File: src/rtl/muldiv_pkg.sv
// Shared types for the multiply/divide unit.
// Holds the operation and FSM state encodings, plus the mapping from the
// instruction func code to an operation. The control unit uses the same mapping.
package muldiv_pkg;

    typedef enum logic [1:0] {
        MD_MULT  = 2'd0,
        MD_MULTU = 2'd1,
        MD_DIV   = 2'd2,
        MD_DIVU  = 2'd3
    } muldiv_op_e;

    typedef enum logic [1:0] {
        MD_IDLE,
        MD_RUN,
        MD_FIX,
        MD_DONE
    } muldiv_state_e;

    localparam logic [5:0] FUNCT_MULT  = 6'h18;
    localparam logic [5:0] FUNCT_MULTU = 6'h19;
    localparam logic [5:0] FUNCT_DIV   = 6'h1A;
    localparam logic [5:0] FUNCT_DIVU  = 6'h1B;

    // Callers qualify with is_muldiv_funct(); an unknown code maps to MULT.
    function automatic muldiv_op_e func_to_op(input logic [5:0] funct);
        muldiv_op_e op;
        case (funct)
            FUNCT_MULT:  op = MD_MULT;
            FUNCT_MULTU: op = MD_MULTU;
            FUNCT_DIV:   op = MD_DIV;
            FUNCT_DIVU:  op = MD_DIVU;
            default:     op = MD_MULT;
        endcase
        return op;
    endfunction

    function automatic logic is_muldiv_funct(input logic [5:0] funct);
        return (funct == FUNCT_MULT) || (funct == FUNCT_MULTU) ||
               (funct == FUNCT_DIV)  || (funct == FUNCT_DIVU);
    endfunction

    function automatic logic op_is_div(input muldiv_op_e op);
        return (op == MD_DIV) || (op == MD_DIVU);
    endfunction

    function automatic logic op_is_signed(input muldiv_op_e op);
        return (op == MD_MULT) || (op == MD_DIV);
    endfunction

endpackage

File: src/rtl/muldiv_if.sv
// Core <-> multiply/divide unit bus.
//   master (core/control side): drives start, op, a, b; receives busy, done,
//                               stall, div_by_zero, hi, lo
//   slave  (muldiv_sequencer) : the reverse
interface muldiv_if import muldiv_pkg::*; #(
    parameter int unsigned WIDTH = 32
) ();
    logic             start;
    muldiv_op_e       op;
    logic [WIDTH-1:0] a;
    logic [WIDTH-1:0] b;
    logic             busy;
    logic             done;
    logic             stall;
    logic             div_by_zero;
    logic [WIDTH-1:0] hi;
    logic [WIDTH-1:0] lo;

    modport master (
        output start, op, a, b,
        input  busy, done, stall, div_by_zero, hi, lo
    );

    modport slave (
        input  start, op, a, b,
        output busy, done, stall, div_by_zero, hi, lo
    );
endinterface

File: src/rtl/muldiv_step.sv
// One iteration of the multiply/divide engine (purely combinational).
// Ports:
//   is_div   - 1: restoring divide step, 0: shift-add multiply step
//   acc      - 2W+1 accumulator
//              multiply: {upper partial product (W+1), multiplier bits (W)}
//              divide:   {partial remainder (W+1), dividend/quotient bits (W)}
//   operand  - multiplicand (multiply) or divisor (divide)
//   acc_next - accumulator after this iteration
// WIDTH must be at least 2.
module muldiv_step #(
    parameter int unsigned WIDTH = 32
) (
    input  logic               is_div,
    input  logic [2*WIDTH:0]   acc,
    input  logic [WIDTH-1:0]   operand,
    output logic [2*WIDTH:0]   acc_next
);
    logic [WIDTH:0] sum;
    logic [WIDTH:0] shifted;
    logic [WIDTH:0] diff;

    always_comb begin
        sum      = '0;
        shifted  = '0;
        diff     = '0;
        acc_next = '0;
        if (!is_div) begin
            // Add the multiplicand when the current multiplier LSB is set, then
            // shift the whole accumulator right; the carry lands in the top half.
            sum      = acc[2*WIDTH:WIDTH] + {1'b0, (acc[0] ? operand : '0)};
            acc_next = {1'b0, sum, acc[WIDTH-1:1]};
        end else begin
            // Bring the next dividend bit into the remainder and try to subtract.
            // The remainder stays below the divisor, so the top bit is free for the borrow.
            shifted = {acc[2*WIDTH-1:WIDTH], acc[WIDTH-1]};
            diff    = shifted - {1'b0, operand};
            if (shifted >= {1'b0, operand}) begin
                acc_next = {diff, acc[WIDTH-2:0], 1'b1};
            end else begin
                acc_next = {shifted, acc[WIDTH-2:0], 1'b0};
            end
        end
    end
endmodule

File: src/rtl/muldiv_sequencer.sv
// Iterative MULT/MULTU/DIV/DIVU engine beside the ALU.
// It runs one shift-add or restoring-subtract step per cycle on operand
// magnitudes. The FIX state applies the sign correction and writes HI/LO.
// It stalls the core while an operation runs.
// Ports:
//   clk   - system clock, rising edge
//   rst_b - asynchronous active-low reset
//   bus   - muldiv_if slave: start/op/a/b in; busy/done/stall/div_by_zero/hi/lo out
// Timing: RUN lasts WIDTH cycles, then FIX for 1 cycle, then DONE for 1 cycle.
// A divide by zero skips RUN, but still passes through FIX so that its result
// uses the same write-back path. Its done therefore comes 2 cycles after the start edge.
module muldiv_sequencer import muldiv_pkg::*; #(
    parameter int unsigned WIDTH = 32
) (
    input  logic     clk,
    input  logic     rst_b,
    muldiv_if.slave  bus
);
    localparam int unsigned CW = (WIDTH > 1) ? $clog2(WIDTH) : 1;

    muldiv_state_e      state, state_next;
    muldiv_op_e         op_r;
    logic [WIDTH-1:0]   a_mag, b_mag;
    logic               neg_res, neg_rem, div0;
    logic [CW-1:0]      count;
    logic [2*WIDTH:0]   acc, acc_step;
    logic [WIDTH-1:0]   hi_r, lo_r;
    logic               dbz_r;

    // Decode of the request presented in IDLE.
    logic               start_div, start_signed, start_div0, a_neg, b_neg;
    logic [WIDTH-1:0]   a_abs, b_abs;

    // Result computed in FIX.
    logic [2*WIDTH-1:0] prod;
    logic [WIDTH-1:0]   hi_fix, lo_fix;

    logic               op_div;
    logic               busy_w;

    assign op_div = op_is_div(op_r);

    always_comb begin
        start_div    = op_is_div(bus.op);
        start_signed = op_is_signed(bus.op);
        a_neg        = start_signed & bus.a[WIDTH-1];
        b_neg        = start_signed & bus.b[WIDTH-1];
        // |INT_MIN| wraps back to 2^(W-1), which is the correct unsigned magnitude.
        a_abs        = a_neg ? -bus.a : bus.a;
        b_abs        = b_neg ? -bus.b : bus.b;
        start_div0   = start_div && (bus.b == '0);
    end

    muldiv_step #(.WIDTH(WIDTH)) u_step (
        .is_div   (op_div),
        .acc      (acc),
        .operand  (op_div ? b_mag : a_mag),
        .acc_next (acc_step)
    );

    always_comb begin
        state_next = state;
        case (state)
            MD_IDLE: if (bus.start) state_next = start_div0 ? MD_FIX : MD_RUN;
            MD_RUN:  if (count == '0) state_next = MD_FIX;
            MD_FIX:  state_next = MD_DONE;
            MD_DONE: state_next = MD_IDLE;
            default: state_next = MD_IDLE;
        endcase
    end

    always_comb begin
        prod   = '0;
        hi_fix = '0;
        lo_fix = '0;
        if (div0) begin
            // For a divide by zero, a_mag holds the raw dividend.
            hi_fix = a_mag;
            lo_fix = '1;
        end else if (!op_div) begin
            prod = acc[2*WIDTH-1:0];
            if (neg_res) prod = -prod;
            {hi_fix, lo_fix} = prod;
        end else begin
            // The quotient sign follows sign(a)^sign(b); the remainder takes the dividend's sign.
            lo_fix = neg_res ? -acc[WIDTH-1:0] : acc[WIDTH-1:0];
            hi_fix = neg_rem ? -acc[2*WIDTH-1:WIDTH] : acc[2*WIDTH-1:WIDTH];
        end
    end

    always_ff @(posedge clk or negedge rst_b) begin
        if (!rst_b) begin
            state   <= MD_IDLE;
            op_r    <= MD_MULT;
            a_mag   <= '0;
            b_mag   <= '0;
            neg_res <= 1'b0;
            neg_rem <= 1'b0;
            div0    <= 1'b0;
            count   <= '0;
            acc     <= '0;
            hi_r    <= '0;
            lo_r    <= '0;
            dbz_r   <= 1'b0;
        end else begin
            state <= state_next;
            case (state)
                MD_IDLE: begin
                    if (bus.start) begin
                        op_r    <= bus.op;
                        a_mag   <= start_div0 ? bus.a : a_abs;
                        b_mag   <= b_abs;
                        neg_res <= a_neg ^ b_neg;
                        neg_rem <= a_neg;
                        div0    <= start_div0;
                        count   <= CW'(WIDTH - 1);
                        dbz_r   <= 1'b0;
                        acc     <= {{(WIDTH+1){1'b0}}, (start_div ? a_abs : b_abs)};
                    end
                end
                MD_RUN: begin
                    acc <= acc_step;
                    if (count != '0) count <= count - CW'(1);
                end
                MD_FIX: begin
                    hi_r  <= hi_fix;
                    lo_r  <= lo_fix;
                    dbz_r <= div0;
                end
                default: ;
            endcase
        end
    end

    assign busy_w          = (state == MD_RUN) || (state == MD_FIX);
    assign bus.busy        = busy_w;
    assign bus.done        = (state == MD_DONE);
    assign bus.stall       = busy_w | (bus.start & (state == MD_IDLE));
    assign bus.div_by_zero = dbz_r;
    assign bus.hi          = hi_r;
    assign bus.lo          = lo_r;
endmodule

File: src/flat_wrapper.sv
// flat-port wrapper written by rule: the top's interface ports become plain ports
module muldiv_sequencer_flat import muldiv_pkg::*;
#(
    parameter int unsigned WIDTH = 32
)
  (clk, rst_b, bus_start, bus_op, bus_a, bus_b, bus_busy, bus_done, bus_stall, bus_div_by_zero, bus_hi, bus_lo);
  muldiv_if #(.WIDTH(WIDTH)) bus_i ();
  input  logic clk;
  input  logic rst_b;
  input wire logic [$bits(bus_i.start)-1:0] bus_start;
  input wire logic [$bits(bus_i.op)-1:0] bus_op;
  input wire logic [$bits(bus_i.a)-1:0] bus_a;
  input wire logic [$bits(bus_i.b)-1:0] bus_b;
  output wire logic [$bits(bus_i.busy)-1:0] bus_busy;
  output wire logic [$bits(bus_i.done)-1:0] bus_done;
  output wire logic [$bits(bus_i.stall)-1:0] bus_stall;
  output wire logic [$bits(bus_i.div_by_zero)-1:0] bus_div_by_zero;
  output wire logic [$bits(bus_i.hi)-1:0] bus_hi;
  output wire logic [$bits(bus_i.lo)-1:0] bus_lo;
  assign bus_i.start = bus_start;
  assign bus_i.op = bus_op;
  assign bus_i.a = bus_a;
  assign bus_i.b = bus_b;
  assign bus_busy = bus_i.busy;
  assign bus_done = bus_i.done;
  assign bus_stall = bus_i.stall;
  assign bus_div_by_zero = bus_i.div_by_zero;
  assign bus_hi = bus_i.hi;
  assign bus_lo = bus_i.lo;
  muldiv_sequencer #(.WIDTH(WIDTH)) u_core (.clk(clk), .rst_b(rst_b), .bus(bus_i));
endmodule
File: config.mk
export PLATFORM = sky130hd
export DESIGN_NAME = muldiv_sequencer_flat
export DESIGN_NICKNAME = d
export VERILOG_FILES = /design/src/rtl/muldiv_pkg.sv /design/src/rtl/muldiv_if.sv /design/src/rtl/muldiv_step.sv /design/src/rtl/muldiv_sequencer.sv /design/src/flat_wrapper.sv
export SDC_FILE = /design/constraint.sdc
export NUM_CORES = 1
export LEC_CHECK = 0
export BUFFER_PORTS_ARGS = -buffer_cell sky130_fd_sc_hd__buf_2
export CAP_MARGIN = 10
export CORE_ASPECT_RATIO = 1.25
export CORE_MARGIN = 4
export CORE_UTILIZATION = 40
export DETAILED_ROUTE_END_ITERATION = 8
export PLACE_DENSITY = 0.61
export SETUP_SLACK_MARGIN = 0.3
export SYNTH_ARGS = -nofsm -noshare
export SYNTH_HDL_FRONTEND = slang
export SYNTH_HIERARCHICAL = 1
export SYNTH_SLANG_ARGS = --single-unit
File: constraint.sdc
create_clock -name clk -period 12.2 [get_ports clk]
set_clock_uncertainty 0.2 [all_clocks]
set_input_delay 1.22 -clock clk [delete_from_list [all_inputs] [get_ports clk]]
set_output_delay 1.22 -clock clk [all_outputs]
set_load 0.02 [all_outputs]
# --- After elaboration in Yosys (flattened, before gate mapping) ---
# Cells that the tools add are included.
totals:
  ff_bits: 206
  in_bits: 69
  out_inout_bits: 68
op_classes:
  eq_ne: 10
  add_sub_neg: 8
  bitwise: 5
  order_cmp: 1
  n_mux: 26
  n_reduce_logical: 17
op_table:
  columns: ["operator", "n"]
  rows:
  - ["2-to-1 mux 32 bit", 12]
  - ["2-to-1 mux 65 bit", 3]
  - ["one-hot mux 65 bit (2 select lines)", 1]
  - ["negator 32 bit", 4]
  - ["2-to-1 mux 64 bit", 1]
  - ["negator 64 bit", 1]
  - ["adder 33 x 32 -> 33 bit", 1]
  - ["greater-or-equal comparator 33 x 32 -> 1 bit", 1]
  - ["subtractor 33 x 32 -> 33 bit", 1]
  - ["logical NOT 32 bit", 1]
  - ["equality test 2 bit, second input constant", 6]
  - ["2-to-1 mux 5 bit", 2]
  - ["one-hot mux 5 bit (2 select lines)", 1]
  - ["one-hot mux 2 bit (4 select lines)", 1]
  - ["AND reduction 2 bit", 4]
  - ["2-to-1 mux 2 bit", 3]
  - ["logical NOT 5 bit", 1]
  - ["nonzero test 5 bit", 1]
  - ["subtractor 5 x 1 -> 5 bit, second input constant", 1]
  - ["logical NOT 2 bit", 2]
  - ["logical OR 1 bit", 4]
  - ["!= test 2 x 1 -> 1 bit, second input constant", 2]
  - ["nonzero test 2 bit", 2]
  - ["AND 1 bit", 3]
  - ["other kinds (8)", 8]

# --- Logic depth before layout (Yosys ltp) ---
# Gate-level depths: netlist (run 1).
logic_depth:
  ltp_word: 7
  mapped_depth: 19

# --- Cells and area by module ---
# The synthesis (run 1) kept the hierarchy.
modules_own_cells:
  columns: ["module", "seq_area_each_um2", "instances", "cells_each", "area_per_inst_um2"]
  rows:
  - ["muldiv_sequencer", 5129.9, 1, 1372, 12319.3]
  - ["muldiv_step", 0.0, 1, 689, 4860.9]

# --- Worst setup path before layout (run 1) ---
# Ideal clock, no wire load.
synth_path:
  path_kind: "register to register"
  from: "register u_core.op_r[1]"
  to: "register u_core.acc[62]"
  slack_ns: 8.193
  n_path_buf: 2
  arrival_ns: 3.686
  path_stages_with_launch: 16
  path_cell_list: "dfrtp_1 -> clkbuf_1 -> buf_1 -> mux2_2 -> and2_1 -> ha_1 -> a21oi_2 -> nand2_1 -> a221o_1 -> a41oi_1 -> o21ai_1 -> o211ai_1 -> a31oi_1 -> xnor2_1 -> mux2i_1 -> a22o_1"
synth_between:
  elab_chain_len: 7
  elab_cells_between_ends: 11
  classes_between: "add/sub: 2; order compare: 1; eq/ne: 2; mux: 5; reduce/logical: 1"
synth_rtl:
  columns: ["item", "line", "text"]
  rows:
  - ["start: declaration", "muldiv_sequencer.sv:22", "muldiv_op_e op_r;"]
  - ["start signal: assignment", "muldiv_sequencer.sv:110", "op_r <= bus.op;"]
  - ["equality test 2 bit", "muldiv_pkg.sv:44", "return (op == MD_DIV) || (op == MD_DIVU);"]
  - ["logical OR 1 bit *", "muldiv_pkg.sv:44", null]
  - ["2-to-1 mux 32 bit", "muldiv_sequencer.sv:57", ".operand (op_div ? b_mag : a_mag),"]
  - ["2-to-1 mux 32 bit (tied with other cells)", "muldiv_step.sv:30", "sum = acc[2*WIDTH:WIDTH] + {1'b0, (acc[0] ? operand : '0)};"]
  - ["adder 33 x 32 -> 33 bit / 2-to-1 mux 65 bit (equally long branches)", "muldiv_step.sv:30, muldiv_step.sv:37", null]
  - ["2-to-1 mux 65 bit *", "muldiv_step.sv:27", "if (!is_div) begin"]
  - ["named net u_core.acc_step[62]", "muldiv_sequencer.sv:26", "logic [2*WIDTH:0] acc, acc_step;"]
  - ["one-hot mux 65 bit (2 select lines) *", "muldiv_sequencer.sv:107", "case (state)"]
  - ["end signal: assignment", "muldiv_sequencer.sv:118", "acc <= {{(WIDTH+1){1'b0}}, (start_div ? a_abs : b_abs)};"]
  - ["end signal: assignment", "muldiv_sequencer.sv:122", "acc <= acc_step;"]
  - ["end: declaration", "muldiv_sequencer.sv:26", null]
# Mark *: on every way through the listed nets, which the timed path passes. The rest lies on a longest branch.
# A chain may end at the register's enable or synchronous reset.

# --- Final worst setup path (run 1) ---
layout_path:
  from: "register u_core.op_r[1]"
  to: "register u_core.acc[60]"
# The elaborated chain is that of the path after synthesis.

==> results_dict.tcl, run 1 <==
set metrics [dict create \
    status "finished, final reports clean" \
    final_area_sq_um 19000 \
    grt_max_degree 135 \
    slew_viol_final 0 \
    root_buffer "clkbuf_16" \
    layout_commonest_cell "dfrtp_1" \
    drt_iter0_drc 1476 \
    min_to "u_core/b_mag[30]$_DFFE_PN0P_" \
    routed_wl_microns 62880 \
    peakVddDrop_uv 265.7 \
    synth_ff_type "dfrtp_1" \
    setup-tns-final_ns 0 \
    place_area_sq_um 18240 \
    h-tree-depth 1 \
    multi_input_comb_area_sq_um 11320 \
    initial_utilization_pct 40.66 \
    regArea_sq_um 5134 \
    hp-class "flip-flop to flip-flop" \
    ys_seq_area_share_pct 29.86 \
    cp.arrival_ns 5.78 \
    max_slew.worst_pin.slew_ns 1.160 \
    remaining_drc_errors 0 \
    insertedDiodeCount 0 \
    pin_count 137 \
    fin_crit_ns 5.525 \
    fin_crit_sh_pct 45.28 \
    max-cap-violations 0 \
    drive_above_1_share_pct 14.39 \
    cts_tree "yes" \
    wl_per_cell_microns 23.29 \
    synth_cell_types 85 \
    hold_viol_final 0 \
    synth_seq_cells 205 \
    synth_area_sq_um 17180 \
    clk_latency_ns 0.53 \
    cts_hold_buffers 0 \
    hold_depth 2 \
    post_drt_via_cell_ratio 6.106 \
    grtUsageTotal_pct 26.03 \
    hpwlAfterDp_microns 47910 \
    rrSetupSlack_ns 6.68 \
    cts_inserted_buffers 22 \
    ant_nets 0 \
    syn_nets 2206 \
    max-clock-path-buffers 3 \
    reg2reg_from "u_core/op_r[1]$_DFFE_PN0P_" \
    antenna_found_initial 1 \
    fin_nets 2270 \
    post-cts-setup-buffer-count 0 \
    criticalPathCategory "flip-flop to flip-flop" \
    cellLeakagePower_uw 0.008243 \
    dr.pass1.iters 6 \
    utilization_pct 44.97 \
    row_count 84 \
    cp_max_fo 69 \
    p_per_area_nw_per_um2 315.8 \
    relSlewSlack_pct 22.65 \
    avgSynthCellArea_sq_um 8.336 \
    num_vias 16490 \
    timing.rr.end "u_core/acc[60]$_DFFE_PN0P_" \
    required_ns 12.46 \
    synth-edff-count 0 \
    grt-ovfl-total 0 \
    grt_pass1_wl_microns 96380 \
    fill_cells 4196 \
    critPathLaunchType "flip-flop" \
    area_delta_synth_final_pct 10.60 \
    grt_pass1_vias 16090 \
    clock-sinks 205 \
    dieArea_sq_um 46350 \
    die_w_microns 193.4 \
    io_buffers 136 \
    fp.dieH_microns 239.7 \
    layout_common_cells "204 x dfrtp_1, 187 x nand2_1, 162 x o21ai_0" \
    gp_congestion 0.9533 \
    yosysWarningCount 6 \
    fmax_mhz 181.0 \
    cp-end-kind "flip-flop" \
    postSynthCellCount 2061 \
    synthArstFlopShare_pct 100.0 \
    cts-resized-gates 0 \
    clkSlewWorstSetupHoldPaths_ns 0.06 \
    rsz0062_at_grt "false" \
    final-setup-viol-count 0 \
    startpoint "u_core/op_r[1]$_DFFE_PN0P_" \
    worstHoldStart "u_core/b_mag[30]$_DFFE_PN0P_" \
    r2r_cells 15 \
    coreArea_sq_um 42250 \
]
[registers in the layout (all words and copies together) (netlist names)]
signal,cells
u_core/bus.lo,32
u_core/a_mag,32
u_core/count,5
u_core/bus.hi,32
u_core/state,2
u_core/neg_res,1
u_core/neg_rem,1
u_core/div0,1
u_core/bus.div_by_zero,1
u_core/b_mag,32
u_core/op_r,1
u_core/acc,65
[critical path: stages (launching register included)]
cell       delay [ns]
dfrtp_4          1.06
buf_4            0.67
mux2_2           0.28
ha_1             0.15
inv_1            0.05
fa_1             0.40
a21oi_1          0.33
o211ai_1         0.18
a211o_1          0.32
nand2_2          0.15
o21ai_2          0.14
and4_1           0.23
a2111oi_0        0.59
mux2i_1          0.25
mux2i_1          0.20
a22o_1           0.15
[worst max-delay path by stage]
stage / slack, ns / cells after the start / to
2_1_floorplan: 8.19 / 15 / u_core/acc[62]$_DFFE_PN0P_
3_3_place_gp: 6.87 / 15 / u_core/acc[60]$_DFFE_PN0P_
3_5_place_dp: 6.80 / 15 / u_core/acc[60]$_DFFE_PN0P_
4_1_cts: 6.77 / 15 / u_core/acc[60]$_DFFE_PN0P_
5_1_grt: 6.45 / 15 / u_core/acc[60]$_DFFE_PN0P_
6_report: 6.68 / 15 / u_core/acc[60]$_DFFE_PN0P_
[stage by stage]
step                      hold WS [ns]  power, uW  cells  setup slack, ns
after floorplan                 0.2401       4100   2061            8.193
after global placement          0.2553       5176   2659            6.873
after detailed placement        0.2675       5207   2659            6.800
after CTS                       0.2840       5947   2699            6.769
after global routing            0.3026       6420   2700            6.450
final                           0.2783       6001   2700            6.675
[where the power goes]
group	switching [uW]	total [uW]	internal (uW)	leakage, uW
registers	488	1480	990	0.00250
logic	2330	3820	1490	0.00538
clock network	298	705	407	0.000364
total	3110	6000	2890	0.00824
[per-layer routing]
| metal | vias to the layer above | wire (microns) | global-route usage, % |
|---|---|---|---|
| met3 | 169 | 3212 | 2.364 |
| met5 | - | 13 | 0 |
| met4 | 2 | 3361 | 11.76 |
| li1 | 7651 | - | - |
| met1 | 7991 | 25690 | 32.67 |
| met2 | 672 | 30600 | 45.68 |
[cells by family (layout without fill, tap and decap cells)]
| family | Yosys count | in the layout | synth area share (%) |
|---|---|---|---|
| simple gates | 642 | 642 | 18.48 |
| mux | 128 | 128 | 7.946 |
| compound gates | 636 | 636 | 23.90 |
| flops | 205 | 205 | 29.86 |
| fa+ha+maj | 76 | 76 | 5.622 |
| xor+xnor | 190 | 190 | 9.686 |
| buf+inv | 184 | 264 | 4.508 |
[synth_stat cells, types with 61 or more instances]
cell type  instances  area, sq um
mux2i_1           61        610.6
xnor2_1           96        840.8
nor2_1           162        608.1
o21ai_0          163        815.8
inv_1             65        244.0
mux2_2            67        754.5
clkbuf_1          98        367.9
ha_1              74        925.9
nand2_1          188        705.7
dfrtp_1          205         5130
xor2_1            94        823.3
a21oi_1          155        775.7
[cell type report]
type / count / area share [%]
Multi-Input combinational cell: 1672 / 59.55
Sequential cell: 205 / 27.02
Timing Repair Buffer: 157 / 4.464
Tap cell: 559 / 3.681
Clock buffer: 28 / 3.286
Inverter: 67 / 1.323
Clock inverter: 12 / 0.6782
(Power assumes the default switching activity.)
==> run 2: changes to the inputs <==
Settings changed: ABC_AREA set to 1.
Clock period 12.2 ns to 5.6 ns, I/O delays scaled along.
==> results_dict.tcl, run 2 <==
set metrics [dict create \
    status "finished, final reports clean" \
    hold_viol_final 0 \
    pwr-share-seq_pct 21.5 \
    syn_nets 3504 \
    yosysTopAreaCellShare_pct 25.80 \
    remaining_drc_errors 0 \
    max-cap-violations 0 \
    synth_ff_type "dfrtp_1" \
    clkSlewWorstSetupHoldPaths_ns 0.06 \
    cp_slowest_cell "dfrtp_4" \
    fmax_mhz 235.9 \
    fin_crit_sh_pct 75.70 \
    row_count 91 \
    grt_pass1_vias 21500 \
    cts_tree "yes" \
    relSlewSlack_pct 36.38 \
    pin_count 137 \
    yosysTopAreaCell "dfrtp_1" \
    drive_above_1_share_pct 8.030 \
    synth_most_common_cell "nand2_1" \
    synth_area_leaders "dfrtp_1 26%, nand2_1 21%, nand3_1 9.3%" \
    io_buffers 136 \
    switching_share_pct 59.59 \
    hpwlAfterDp_microns 72100 \
    cellLeakagePower_uw 0.01161 \
    synth_commonest_cells "1137 x nand2_1, 455 x inv_1, 371 x nand3_1" \
    area_delta_synth_final_pct 9.283 \
    layout_common_cells "1137 x nand2_1, 454 x inv_1, 371 x nand3_1" \
    peakVddDrop_uv 500.9 \
    max_slew.worst_pin.slew_ns 0.9520 \
    initial_utilization_pct 40.33 \
    synth_area_sq_um 19880 \
    path_cells "nand2_1 > o21ai_0 > inv_1 > ha_1 > nand2_1 > inv_1 > nand2_1 > inv_2 > nand2_1 > inv_1 > nand2_1 > nor2_4 > nor2_4 > nand2_8 > nand2_1 > nand2_1 > nand2_1 > nand2_1 > nand3_1 > o21ai_0" \
    synth_seq_cells 205 \
    cp-end-kind "flip-flop" \
    p_int_uw 5750 \
    avgSynthCellArea_sq_um 5.919 \
    die_w_microns 207.4 \
    grt_pass1_wl_microns 132600 \
    post-cts-setup-buffer-count 0 \
    critPathLaunchType "flip-flop" \
    fin_crit_ns 4.239 \
    wl_per_cell_microns 21.98 \
    ys_seq_area_share_pct 25.80 \
    dieArea_sq_um 53360 \
    largest_register_ffs 65 \
    hp-class "input port to flip-flop" \
    regMostFlops "u_core/acc" \
    num_vias 22810 \
    synthArstFlopShare_pct 100.0 \
    root_buffer "clkbuf_16" \
    cpPeakStageDelay_ns 0.98 \
    layout_commonest_cell "nand2_1" \
    final-setup-viol-count 0 \
    routed_wl_microns 89910 \
    p_comb_share_pct 68.3 \
    dr.pass1.iters 6 \
    cp_common_cell "nand2_1" \
    p_per_area_nw_per_um2 655.0 \
    max-clock-path-buffers 3 \
    coreArea_sq_um 49300 \
    clk_latency_ns 0.54 \
    setup-tns-final_ns 0 \
    gp_congestion 1.094 \
    slew_viol_final 0 \
    rsz0062_at_grt "false" \
    power_uw 14230 \
    fin_nets 3568 \
    pre_cts_ws_ns 1.484 \
    synth-edff-count 0 \
    cp_max_fo 93 \
    switching_power_uw 8481 \
    cts_hold_buffers 1 \
    setup_ws_ns 1.361 \
    holdWs_ns 0.1047 \
    final_area_sq_um 21730 \
    grtUsageTotal_pct 32.24 \
    fp.dieH_microns 257.3 \
    grt_max_degree 108 \
    cts_inserted_buffers 23 \
    cts-resized-gates 0 \
    drt_iter0_drc 2726 \
    clkPwrFrac_pct 10.3 \
    h-tree-depth 1 \
    antenna_found_initial 2 \
    cp.arrival_ns 4.42 \
    place_area_sq_um 21010 \
    synth_cell_types 51 \
    post_drt_via_cell_ratio 5.577 \
    ant_nets 0 \
    required_ns 5.78 \
    criticalPathCategory "flip-flop to flip-flop" \
    yosysWarningCount 6 \
    clock-sinks 205 \
    postSynthCellCount 3359 \
    grt-ovfl-total 0 \
]
-- run 2: changes by cell type after synthesis, moves of 33 or more --
cell,before,now
a21oi_1,155,81
nand3_1,40,371
xor2_1,94,33
and2_1,46,3
nand3b_1,4,38
a22o_1,33,0
nand2_1,188,1137
nor2_1,162,349
inv_1,65,455
mux2i_1,61,0
a21o_1,41,5
mux2_2,67,0
xnor2_1,96,21
o21ai_0,163,200
-- run 2: power by group through the flow --
stage,Clock [uW],Combinational [uW],Sequential (uW)
2_1_floorplan,0,6390,2770
6_report,1460,9710,3050
4_1_cts,1490,9520,3020
3_5_place_dp,0,9460,3040
5_1_grt,1550,10600,3100
3_3_place_gp,0,9490,3050
-- run 2: final timing paths --
| kind | from | endpoint | slack [ns] | cells after the start |
|---|---|---|---|---|
| setup / recovery | u_core/op_r[1]$_DFFE_PN0P_ | u_core/acc[57]$_DFFE_PN0P_ | 1.36 | 20 |
| hold / removal | bus_a[2] | u_core/a_mag[2]$_DFFE_PN0P_ | 0.10 | 3 |
| setup reg to reg | u_core/op_r[1]$_DFFE_PN0P_ | u_core/acc[57]$_DFFE_PN0P_ | 1.36 | 20 |
| hold reg to reg | u_core/bus.lo[25]$_DFFE_PN0P_ | u_core/bus.lo[25]$_DFFE_PN0P_ | 0.28 | 2 |
| max in group asynchronous | rst_b | u_core/a_mag[2]$_DFFE_PN0P_ | 3.63 | 3 |
| min in group asynchronous | rst_b | u_core/acc[63]$_DFFE_PN0P_ | 0.44 | 2 |
-- run 2: cells by family after synthesis --
group	Yosys count	synth area share (%)
AOI/OAI and AO/OA	403	11.51
xor gates and xnor gates	54	2.379
adders and majority gates	76	4.858
buffers and inverters	587	11.69
DFF	205	25.80
and+or+nand+nor	2034	43.76
-- run 2: cell type report --
| class | instances | area, sq um |
|---|---|---|
| well taps | 651 | 814.5 |
| flip-flops and latches | 205 | 5135 |
| diodes | 2 | 5.005 |
| multi-input cells | 2567 | 12460 |
| fillers | 5463 | 27570 |
| clock inverters | 8 | 53.80 |
| repair buffers | 154 | 840.8 |
| inverters | 472 | 1772 |
| clock buffers | 31 | 645.6 |
-- run 2: worst max-delay path, delay by kind of cell (launching register included) --
| family | cells | cell delay, ns |
|---|---|---|
| flip-flops | 1 | 0.98 |
| adder cells (fa/ha/maj) | 1 | 0.35 |
| AND/OR/NAND/NOR | 13 | 1.81 |
| AO/OA/AOI/OAI | 2 | 0.37 |
| buffers and inverters | 4 | 0.28 |
-- run 2: metal layers --
layer  wire length [microns]  vias up  track usage, %  part of all wire (%)
li1                        -    10850               -                     -
met5                      15        -               0                 0.017
met3                    6515      310           4.121                   7.2
met4                    8020        2           23.35                   8.9
met1                   33390    10550           37.99                    37
met2                   41970     1097           54.01                    47
-- run 2: stage by stage --
| step | util (%) | cells |
|---|---|---|
| global route | 44.07 | 4090 |
| floorplan | - | 3359 |
| CTS | 44.06 | 4088 |
| global placement | 42.62 | 4048 |
| finish | 44.07 | 4090 |
| detailed placement | 42.62 | 4048 |
